**src/rtl/sensor_request.sv**
```systemverilog
// sensor_request: per-lane synchronise, debounce, request latch and wait-seconds counter for the traffic FSM.
module sensor_request #(
  parameter int N_SENSORS      = 3,
  parameter int DEBOUNCE_TICKS = 200,
  parameter bit ACTIVE_HIGH    = 1'b1
) (
  input  logic                   clk,
  input  logic                   reset,
  input  logic                   enable,
  input  logic                   tick_1s,
  input  logic [N_SENSORS-1:0]   sensor_raw,
  input  logic [N_SENSORS-1:0]   ack,
  output logic [N_SENSORS-1:0]   presence,
  output logic [N_SENSORS-1:0]   request,
  output logic                   any_request,
  output logic [8*N_SENSORS-1:0] wait_sec
);
  localparam int CW = $clog2(DEBOUNCE_TICKS);
  localparam logic [CW-1:0] LAST = CW'(DEBOUNCE_TICKS - 1);
  typedef enum logic [1:0] {IDLE, QUAL_ON, PRESENT, QUAL_OFF} state_t;
  logic [N_SENSORS-1:0] s_raw, sync1, s, next_req;
  assign s_raw = sensor_raw ^ {N_SENSORS{~ACTIVE_HIGH}};
  always_ff @(posedge clk or negedge reset)
    if (!reset) {s, sync1} <= '0;
    else {s, sync1} <= {sync1, s_raw};
  always_ff @(posedge clk or negedge reset)
    if (!reset) any_request <= 1'b0;
    else any_request <= |next_req;
  for (genvar i = 0; i < N_SENSORS; i++) begin : ch
    state_t state;
    logic [CW-1:0] cnt;
    logic pres, req, rise;
    logic [7:0] w;
    // rise is the QUAL_ON -> PRESENT transition taken on this edge
    assign rise = state == QUAL_ON && s[i] && cnt == LAST;
    assign next_req[i] = enable && (rise || (!ack[i] && req));
    always_ff @(posedge clk or negedge reset)
      if (!reset) begin
        state <= IDLE;
        cnt   <= '0;
        pres  <= 1'b0;
      end else
        case (state)
          IDLE:
            if (s[i]) begin
              state <= QUAL_ON;
              cnt   <= CW'(1);
            end
          QUAL_ON:
            if (!s[i]) begin
              state <= IDLE;
              cnt   <= '0;
            end else if (cnt == LAST) begin
              state <= PRESENT;
              cnt   <= '0;
              pres  <= 1'b1;
            end else cnt <= cnt + 1'b1;
          PRESENT:
            if (!s[i]) begin
              state <= QUAL_OFF;
              cnt   <= CW'(1);
            end
          QUAL_OFF:
            if (s[i]) begin
              state <= PRESENT;
              cnt   <= '0;
            end else if (cnt == LAST) begin
              state <= IDLE;
              cnt   <= '0;
              pres  <= 1'b0;
            end else cnt <= cnt + 1'b1;
        endcase
    // wait restarts from 0 whenever the request is newly set or dropped
    always_ff @(posedge clk or negedge reset)
      if (!reset) begin
        req <= 1'b0;
        w   <= '0;
      end else begin
        req <= next_req[i];
        w   <= (!next_req[i] || !req) ? '0 : (tick_1s && w != 8'hff) ? w + 8'd1 : w;
      end
    assign presence[i]       = pres;
    assign request[i]        = req;
    assign wait_sec[8*i +: 8] = w;
  end
endmodule

```
**config.mk**
```make
export PLATFORM = sky130hd
export DESIGN_NAME = sensor_request
export DESIGN_NICKNAME = d
export VERILOG_FILES = /design/src/rtl/sensor_request.sv
export SDC_FILE = /design/constraint.sdc
export NUM_CORES = 1
export LEC_CHECK = 0
export CAP_MARGIN = 20
export CORE_ASPECT_RATIO = 2
export CORE_UTILIZATION = 40
export DETAILED_ROUTE_END_ITERATION = 8
export DONT_BUFFER_PORTS = 1
export SKIP_CTS_REPAIR_TIMING = 1
export SLEW_MARGIN = 15
export SYNTH_ARGS = -nofsm -noshare
export SYNTH_HDL_FRONTEND = slang
export SYNTH_SLANG_ARGS = --single-unit
export TNS_END_PERCENT = 10
```
**constraint.sdc**
```tcl
create_clock -name clk -period 2.65 [get_ports clk]
set_clock_uncertainty 0.05 [all_clocks]
set_input_delay 0.265 -clock clk [delete_from_list [all_inputs] [get_ports clk]]
set_output_delay 0.265 -clock clk [all_outputs]
set_load 0.005 [all_outputs]
```
Yosys cells after proc, flatten, opt, wreduce, memory -nomap -nowiden
Cells that the tools add are included.

Input bits: 10. Register bits after elaboration: 67. Logic and storage cells: 172. Output and inout port bits: 31.

Reductions and logical operators: 49. Multiplexer cells: 60. Equal/unequal tests: 39. Add/subtract/negate cells: 6.

Operator list (number): $mux W8 (21); $pmux W8 S4 (3); $add A8 B1 Y8 const B (6); $mux W2 (18); $ne A2 B2 Y1 const B (15); $eq A8 B8 Y1 const B (3); $ne A8 B8 Y1 const B (3); $pmux W2 S4 (3); $logic_and A1 B1 Y1 (15); $reduce_and A5 Y1 (3); $eq A2 B2 Y1 const B (6); $mux W1 (12); $reduce_and A4 Y1 (3); $reduce_bool A2 Y1 (6); $logic_not A1 Y1 (9); $ne A3 B2 Y1 const B (3); $ne A3 B3 Y1 const B (3); $eq A2 B1 Y1 const B (3); $logic_not A2 Y1 (3); $logic_or A1 B1 Y1 (6); $ne A2 B1 Y1 const B (3); $pmux W1 S2 (3); $reduce_and A2 Y1 (3); $reduce_or A3 Y1 (1).

Depth between registers and ports, before layout
Depth after elaboration: 8. Depth in mapped cells: 6. Depth with buffers taken out: 5.

Least setup slack after synthesis
Ideal clock, no wire load.

Path kind: reg-to-reg. Start: reg ch[2].cnt[0]. End: reg any_request. Required time: 2.464 ns. Buffers on the path: 0. Path slack: 0.862 ns. Stages on the path, launching flop included: 6. Data arrival time: 1.601 ns. Library setup time: 0.136 ns. Period minus slack after synthesis: 1.788 ns. Cells stage by stage: dfrtp_1 > ha_1 > and3_2 > nor4b_4 > a21o_1 > or3_2.

Word-level cells in the longest chain between the ends: 5.

Ends and longest elaborated chain: start, declared (RTL line 31) `logic [CW-1:0] cnt;`; start signal, assigned (RTL line 57) `end else cnt <= cnt + 1'b1;`; start signal, assigned (RTL line 71) `end else cnt <= cnt + 1'b1;`; $eq A8 B8 Y1 (RTL line 35) `assign rise = state == QUAL_ON && s[i] && cnt == LAST;`; $logic_and A1 B1 Y1 (RTL line 35); $logic_or A1 B1 Y1 (RTL line 36) `assign next_req[i] = enable && (rise || (!ack[i] && req));`; $logic_and A1 B1 Y1 (RTL line 36); net next_req[2] (RTL line 21) `logic [N_SENSORS-1:0] s_raw, sync1, s, next_req;`; $reduce_or A3 Y1 (RTL line 28) `else any_request <= |next_req;`; end signal, assigned (RTL line 28); end, declared (RTL line 15) `output logic any_request,`.

The timed path passes the listed nets, and every way through them passes these cells. A chain may end at the register's enable or synchronous reset.

==> flow_metrics.env <==
export IMPL_cp_start_kind="flop"
export IMPL_die_area_mm2=0.00901
export IMPL_grt_antenna_before_repair=0
export IMPL_gp_congestion=0.841
export IMPL_power_density_mw_per_mm2=726
export IMPL_io_buffers=0
export IMPL_status="completed"
export IMPL_cp_data_arrival_time_ns=2.17
export IMPL_fmax_mhz=497
export IMPL_hpwl_um=5610
export IMPL_slowest_stage="nor3b_1"
export IMPL_cp_depth=6
export IMPL_p_sw_mw=0.768
export IMPL_ir_drop_v=0.000330
export IMPL_die_w_um=67.6
export IMPL_ios=41
export IMPL_drcViolationCount=0
export IMPL_synth_area_mm2=0.00345
export IMPL_drtPass1Iterations=4
export IMPL_ys_warnings_count=0
export IMPL_grt_max_degree=68
export IMPL_grt_ovfl_total=0
export IMPL_min_period_ns=2.01
export IMPL_core_mm2=0.00829
export IMPL_critPathMaxFanout=11
export IMPL_synth_edf_count=0
export IMPL_setup_viol=0
export IMPL_viasPerCell=5.83
export IMPL_yosysSeqAreaShare_pct=48.7
export IMPL_ys_types=59
export IMPL_drt_iter0_drc=155
export IMPL_worst_path_buf_inv=1
export IMPL_grt_pass1_vias=2794
export IMPL_slowest_delay_ns=0.43
export IMPL_p_int_mw=2.05
export IMPL_slew_headroom_pct=63.7
export IMPL_clock_path_buffers=2
export IMPL_p_leak_nw=1.70
export IMPL_numCtsBuffers=9
export IMPL_ctsRootBufferMaster="clkbuf_16"
export IMPL_diodes=0
export IMPL_cp_required_ns=2.81
export IMPL_crit_chain="ha_1, nor3b_1, a211oi_2, buf_4, nor2_1, mux2_2"
export IMPL_reg2reg_depth=6
export IMPL_nets=368
export IMPL_clkPwrFrac_pct=41.9
export IMPL_synth_nets=360
export IMPL_power_frac_seq_pct=44.0
export IMPL_area_growth_pct=12.6
export IMPL_cts_htree_levels=3
export IMPL_drt_wl_total_um=7640
export IMPL_finalHoldViolCount=0
export IMPL_start_util_pct=41.6
export IMPL_path_delay_family="simple AND/OR/NAND/NOR gates"
export IMPL_holdPathStages=1
export IMPL_final_cells=452
export IMPL_numPlacedInstances=431
export IMPL_power_frac_comb_pct=14.1
export IMPL_rows=47
export IMPL_rsz0062_at_grt="no"
export IMPL_ant_nets=0
export IMPL_p_sw_share_pct=27.3
export IMPL_syn_inst=342
export IMPL_async_reset_ff_share_pct=100
export IMPL_hold_class="in -> reg"
export IMPL_cts_sinks=67
export IMPL_gr_usage_all_layers_pct=19.2
export IMPL_fin_util_pct=46.8
export IMPL_synth_avg_cell_area_um2=10.1
export IMPL_whs_ns=0.0364
export IMPL_fin_crit_sh_pct=75.9
export IMPL_fillerInstances=776
export IMPL_die_h_um=133
export IMPL_cts_tree="built"
export IMPL_wl_per_cell_um=16.9
export IMPL_drv_slew=0
export IMPL_synth_seq_cells=67
export IMPL_path_clk_slew_ns=0.05
export IMPL_clk_latency_ns=0.33
export IMPL_grt_pass1_wl_um=13000
export IMPL_maxCapViolations=0
export IMPL_drive_above_1_share_pct=9.04
export IMPL_cp_end_kind="flop"
export IMPL_route_vias_total=2633
export IMPL_tightest_slew_ns=0.531
export IMPL_crit_type="reg -> reg"
export IMPL_setup_tns_final_ns=0
export IMPL_synth_ff_type="dfrtp_1"
==> metrics by stage <==
stage | worst slack (ns) | area, um2 | power [mW]
finish | 0.639 | 3880 | 2.82
global route | 0.431 | 3880 | 2.97
CTS | 0.637 | 3800 | 2.82
detailed placement | 0.645 | 3510 | 1.62
global placement | 0.736 | 3510 | 1.61
floorplan | 0.862 | 3450 | 1.52
==> worst reg2reg max path, delay by kind of cell (launching register included) <==
family / cells / cell delay (ns)
and+or+nand+nor: 2 / 0.57
adders and majority gates: 1 / 0.19
buffers and inverters: 1 / 0.19
DFF: 1 / 0.40
muxes: 1 / 0.34
AOI/OAI and AO/OA: 1 / 0.15
==> flip-flops by register name, summed over array words and instances, names as in the netlist, named ones only <==
register and flops:
ch.state 3, ch.cnt 24, ch.w 24, any_request 1, ch.pres 3, ch.req 3, s 3, sync1 3
==> power groups by stage <==
stage          logic [mW]  registers, mW  clock network, mW
2_1_floorplan       0.312           1.20                  0
3_3_place_gp        0.362           1.25                  0
3_5_place_dp        0.368           1.25                  0
4_1_cts             0.370           1.24               1.21
5_1_grt             0.458           1.26               1.25
6_report            0.397           1.24               1.18
==> final timing paths <==
check | from | end | slack, ns
hold / removal | enable | ch[0].req | 0.04
min in group asynchronous | reset | ch[2].cnt[5] | 0.41
setup reg to reg | ch[1].cnt[0] | flop | 0.64
hold reg to reg | sync1[1] | s[1] | 0.29
max in group asynchronous | reset | ch[1].w[4] | 1.83
setup / recovery | ch[1].cnt[0] | flop | 0.64
==> final cells by class <==
type	instances	area [um2]	area share, %
clock buffers	13	260	6.71
clock inverters	2	35.0	0.903
inverters	9	33.8	0.871
multi-input cells	256	1670	43.0
flip-flops and latches	67	1680	43.2
well taps	98	123	3.16
repair buffers	7	85.1	2.19
==> cells in the mapped netlist, types with 4 or more instances <==
| cell | instances | area [um2] |
|---|---|---|
| dfrtp_1 | 67 | 1680 |
| nor3_1 | 8 | 40.0 |
| nand2b_1 | 5 | 31.3 |
| o21ai_0 | 15 | 75.1 |
| nand3_1 | 27 | 135 |
| xor2_1 | 9 | 78.8 |
| nor2_1 | 30 | 113 |
| xnor2_1 | 6 | 52.6 |
| nand4_1 | 5 | 31.3 |
| inv_1 | 9 | 33.8 |
| and3_1 | 10 | 62.6 |
| buf_4 | 6 | 45.0 |
| mux2i_1 | 5 | 50.1 |
| a21oi_1 | 17 | 85.1 |
| nand2_1 | 29 | 109 |
| ha_1 | 8 | 100 |
| and4_1 | 4 | 35.0 |
| a31oi_1 | 10 | 62.6 |
| a41oi_1 | 4 | 35.0 |
| o21a_1 | 4 | 30.0 |
| a211oi_1 | 5 | 37.5 |
==> cells in the final DEF (no fill, tap or decap), types with 3 or more instances in the layout <==
cell / netlist / final
nor4_1: 3 / 3
nand2b_1: 5 / 5
dlygate4sd3_1: 0 / 5
nor3_1: 8 / 8
o21a_1: 4 / 4
inv_1: 9 / 9
and3_1: 10 / 10
xor2_1: 9 / 9
o22a_1: 3 / 3
xnor2_1: 6 / 6
clkbuf_16: 0 / 9
o21ai_0: 15 / 15
and2_1: 3 / 3
nand3_1: 27 / 27
nor2_1: 30 / 30
mux2i_1: 5 / 5
a31oi_1: 10 / 10
nand4_1: 5 / 5
dfrtp_1: 67 / 67
a41oi_1: 4 / 4
a211oi_1: 5 / 5
nand2_1: 29 / 29
a22o_1: 3 / 3
o211ai_1: 3 / 3
a211oi_2: 3 / 3
a21o_1: 3 / 3
a21oi_1: 17 / 17
and4_1: 4 / 4
ha_1: 8 / 8
==> cells by family after synthesis <==
group | count (synthesis) | share of synthesized area (%)
xor gates and xnor gates | 16 | 4.28
AOI/OAI and AO/OA | 83 | 16.7
and+or+nand+nor | 142 | 22.3
DFF | 67 | 48.7
muxes | 7 | 2.11
buffers and inverters | 19 | 2.98
adders and majority gates | 8 | 2.90
==> layer usage <==
metal	routed length (um)	part of all wire, %	GRT usage (%)	up-vias
li1	-	-	-	1274
met1	2850	37	18.8	1295
met2	4260	56	34.2	46
met3	312	4.1	5.48	18
met4	222	2.9	10.4	0
met5	0	0	0	-
(Power assumes the default switching activity.)
==> patch: new RTL, same settings <==
Encoding of `state_t`: now one-hot (4 bits for 4 states).
--- a/src/rtl/sensor_request.sv
+++ b/src/rtl/sensor_request.sv
@@ -19,3 +19,3 @@
   localparam logic [CW-1:0] LAST = CW'(DEBOUNCE_TICKS - 1);
-  typedef enum logic [1:0] {IDLE, QUAL_ON, PRESENT, QUAL_OFF} state_t;
+  typedef enum logic [3:0] {IDLE = 4'b0001, QUAL_ON = 4'b0010, PRESENT = 4'b0100, QUAL_OFF = 4'b1000} state_t;
   logic [N_SENSORS-1:0] s_raw, sync1, s, next_req;
Check against the original RTL: no difference found for any inputs over 10 cycles, from zero or initial values and one cycle with reset low; not proved beyond that.
==> patch against the original RTL <==
  * Sequential cell count is 6 higher
  * Non-clock buffer count is 1 higher
  * Worst setup slack worse by 200 ps
  * Cell area is 9.5% higher
  * Count of clock-buffer cells in the layout is 3 lower
  * Synthesized cell count is 16% higher
  * Synthesized area is 12% higher
  * Routed wire length is 9.7% higher
  * Maximum frequency is 9.2% lower
Power is not compared: it rests on default switching activity, and its combinational part moved more than twofold at a synthesized area within 25%.
==> patch: results (changes against the original RTL) <==
Outcome -> finished clean (unchanged)
Placed inst area -> 3901 µm² (was 3507 µm²)
Worst Reg2Reg Path Length in Cells -> 5 (was 6)
Initial antenna violation count -> 0 (unchanged)
Regs by FF count -> ch.cnt (24), ch.w (24), ch.state (12) (was ch.cnt (24), ch.w (24))
Pleak -> 1.780 nW
Post-DP HPWL -> 5959 µm (was 5614 µm)
Post-synthesis xor/xnor area fraction -> 4.070% (was 4.285%)
Primary FF master, synth -> dfrtp_1 (unchanged)
WL/cell -> 16.68 µm (was 16.89 µm)
Worst skew pair latency -> 340 ps
Netlist cell types -> 59 (unchanged)
Async SR Flop Fraction -> 100.0% (unchanged)
RePlAce Congestion -> 0.7917 (was 0.8408)
CTS root buf -> clkbuf_16 (unchanged)
Post-synthesis compound-gate area fraction -> 18.02% (was 16.74%)
Port Buffer Count -> 0 (unchanged)
Largest net degree at the start of global routing -> 74 (was 68)
H-tree Lvls -> 3 (unchanged)
ANT cells -> 0 (unchanged)
GRT Overall Usage -> 18.26% (was 19.21%)
Worst Setup SP -> ch[0].state[3] (was ch[1].cnt[0])
Adder-cell share of the synthesized area -> 2.261% (was 2.905%)
Post-synthesis sequential area ratio -> 47.25% (was 48.66%)
Post-synth top cells -> dfrtp_1 (70), nor2_1 (31), nand2_1 (23), a21oi_1 (22), nand3_1 (22) (was dfrtp_1 (67), nor2_1 (30), nand2_1 (29), nand3_1 (27), a21oi_1 (17))
Top cells by area, synth -> dfrtp_1 (45%), nor2_1 (3.0%), a21oi_1 (2.8%) (was dfrtp_1 (49%), nand3_1 (3.9%), nor2_1 (3.3%))
TritonRoute pass-1 iters -> 4 (unchanged)
VDD IR max -> 421.7 µV
TNS Setup -> 0 ps (unchanged)
Clock Path Buffers -> 2 (unchanged)
Slew headroom -> 53.17% (was 63.67%)
R2R setup slack -> 430 ps (was 640 ps)
Num CTS Buffers -> 9 (unchanged)
DR vias -> 3024 (was 2633)
Share of layout cells above drive strength 1 -> 7.789% (was 9.040%)
YS warnings -> 0 (unchanged)
Post-synthesis mux area share -> 1.034% (was 2.106%)
Synthesized net count -> 413 (was 360)
Hold Path Class -> input pin to register (unchanged)
DRT iter0 DRCs -> 177 (was 155)
Worst EP arrival -> 2430 ps (was 2170 ps)
CP Max Fanout -> 11 (unchanged)
First-pass GRT wire length -> 14370 µm (was 12950 µm)
Clock transition at path regs -> 60 ps
Critical Path End -> ch[0].cnt[7]
patch: cell count changes after synthesis, moves of 4 or more:
cell and delta:
clkbuf_1 +10, inv_1 +10, nand2_1 -6, o21ai_0 +6, a21oi_1 +5, a31oi_1 +5, nand3_1 -5, nand4_1 +5
nand4b_1 +4, nor2b_1 +4, o31ai_1 +4
patch: worst min-delay path by stage:
stage            from        endpoint  slack (ps)  cells after the start
4_1_cts         reset  ch[0].state[3]        -440                      0
5_1_grt        enable       ch[0].req           5                      1
2_1_floorplan   reset     any_request         -80                      0
3_3_place_gp    reset  ch[0].state[3]         -80                      0
6_report       enable       ch[0].req           5                      1
3_5_place_dp    reset  ch[0].state[3]         -80                      0
patch: per-layer routing:
metal / vias up / GRT usage, % / part of all wire [%] / routed length, µm
li1: 1459 / - / - / -
met1: 1494 / 20.03 / 40 / 3333
met2: 53 / 31.98 / 53 / 4469
met3: 18 / 3.645 / 3.5 / 297
met4: 0 / 10.73 / 3.3 / 274
met5: - / 0 / 0 / 0
patch: area by class of cell:
class	instances	area (µm²)
clock buffer	10	239.0
clock inverter	5	32.53
fill	892	5136
inverter	19	71.32
multi-input combinational	283	1854
sequential	73	1831
tap	104	130.1
timing repair buffer	8	90.09
patch: power breakdown:
part           internal, mW  switching [mW]  leakage [nW]
clock network         0.651           0.468         0.138
logic                0.0138          0.0284         0.646
registers              1.12         0.00632         0.995
patch: critical path: stages, from the launching register on:
cell and delay, ps:
dfrtp_1 570, or3b_2 510, a31oi_4 300, o211ai_4 130, or4_1 410, a21oi_1 160
patch: through the flow:
step / total power [mW] / worst slack (ps) / cells / util (%) / hold slack, ps
after floorplan: 1.156 / 629.6 / 396 / - / -80.59
after global placement: 1.157 / 486.2 / 481 / 41.57 / -78.61
after detailed placement: 1.158 / 379.9 / 481 / 41.57 / -78.82
after CTS: 2.285 / 369.6 / 496 / 44.47 / -442.2
after global routing: 2.371 / 111.2 / 502 / 45.27 / 4.689
final: 2.288 / 434.8 / 502 / 45.27 / 5.474
patch: logic make-up after synthesis:
kind of cell             after synthesis
adder cells (fa/ha/maj)                7
flip-flops                            73
AND/OR/NAND/NOR                      152
multiplexers                           4
buffers and inverters                 40
AO/OA/AOI/OAI                        102
XOR/XNOR                              18
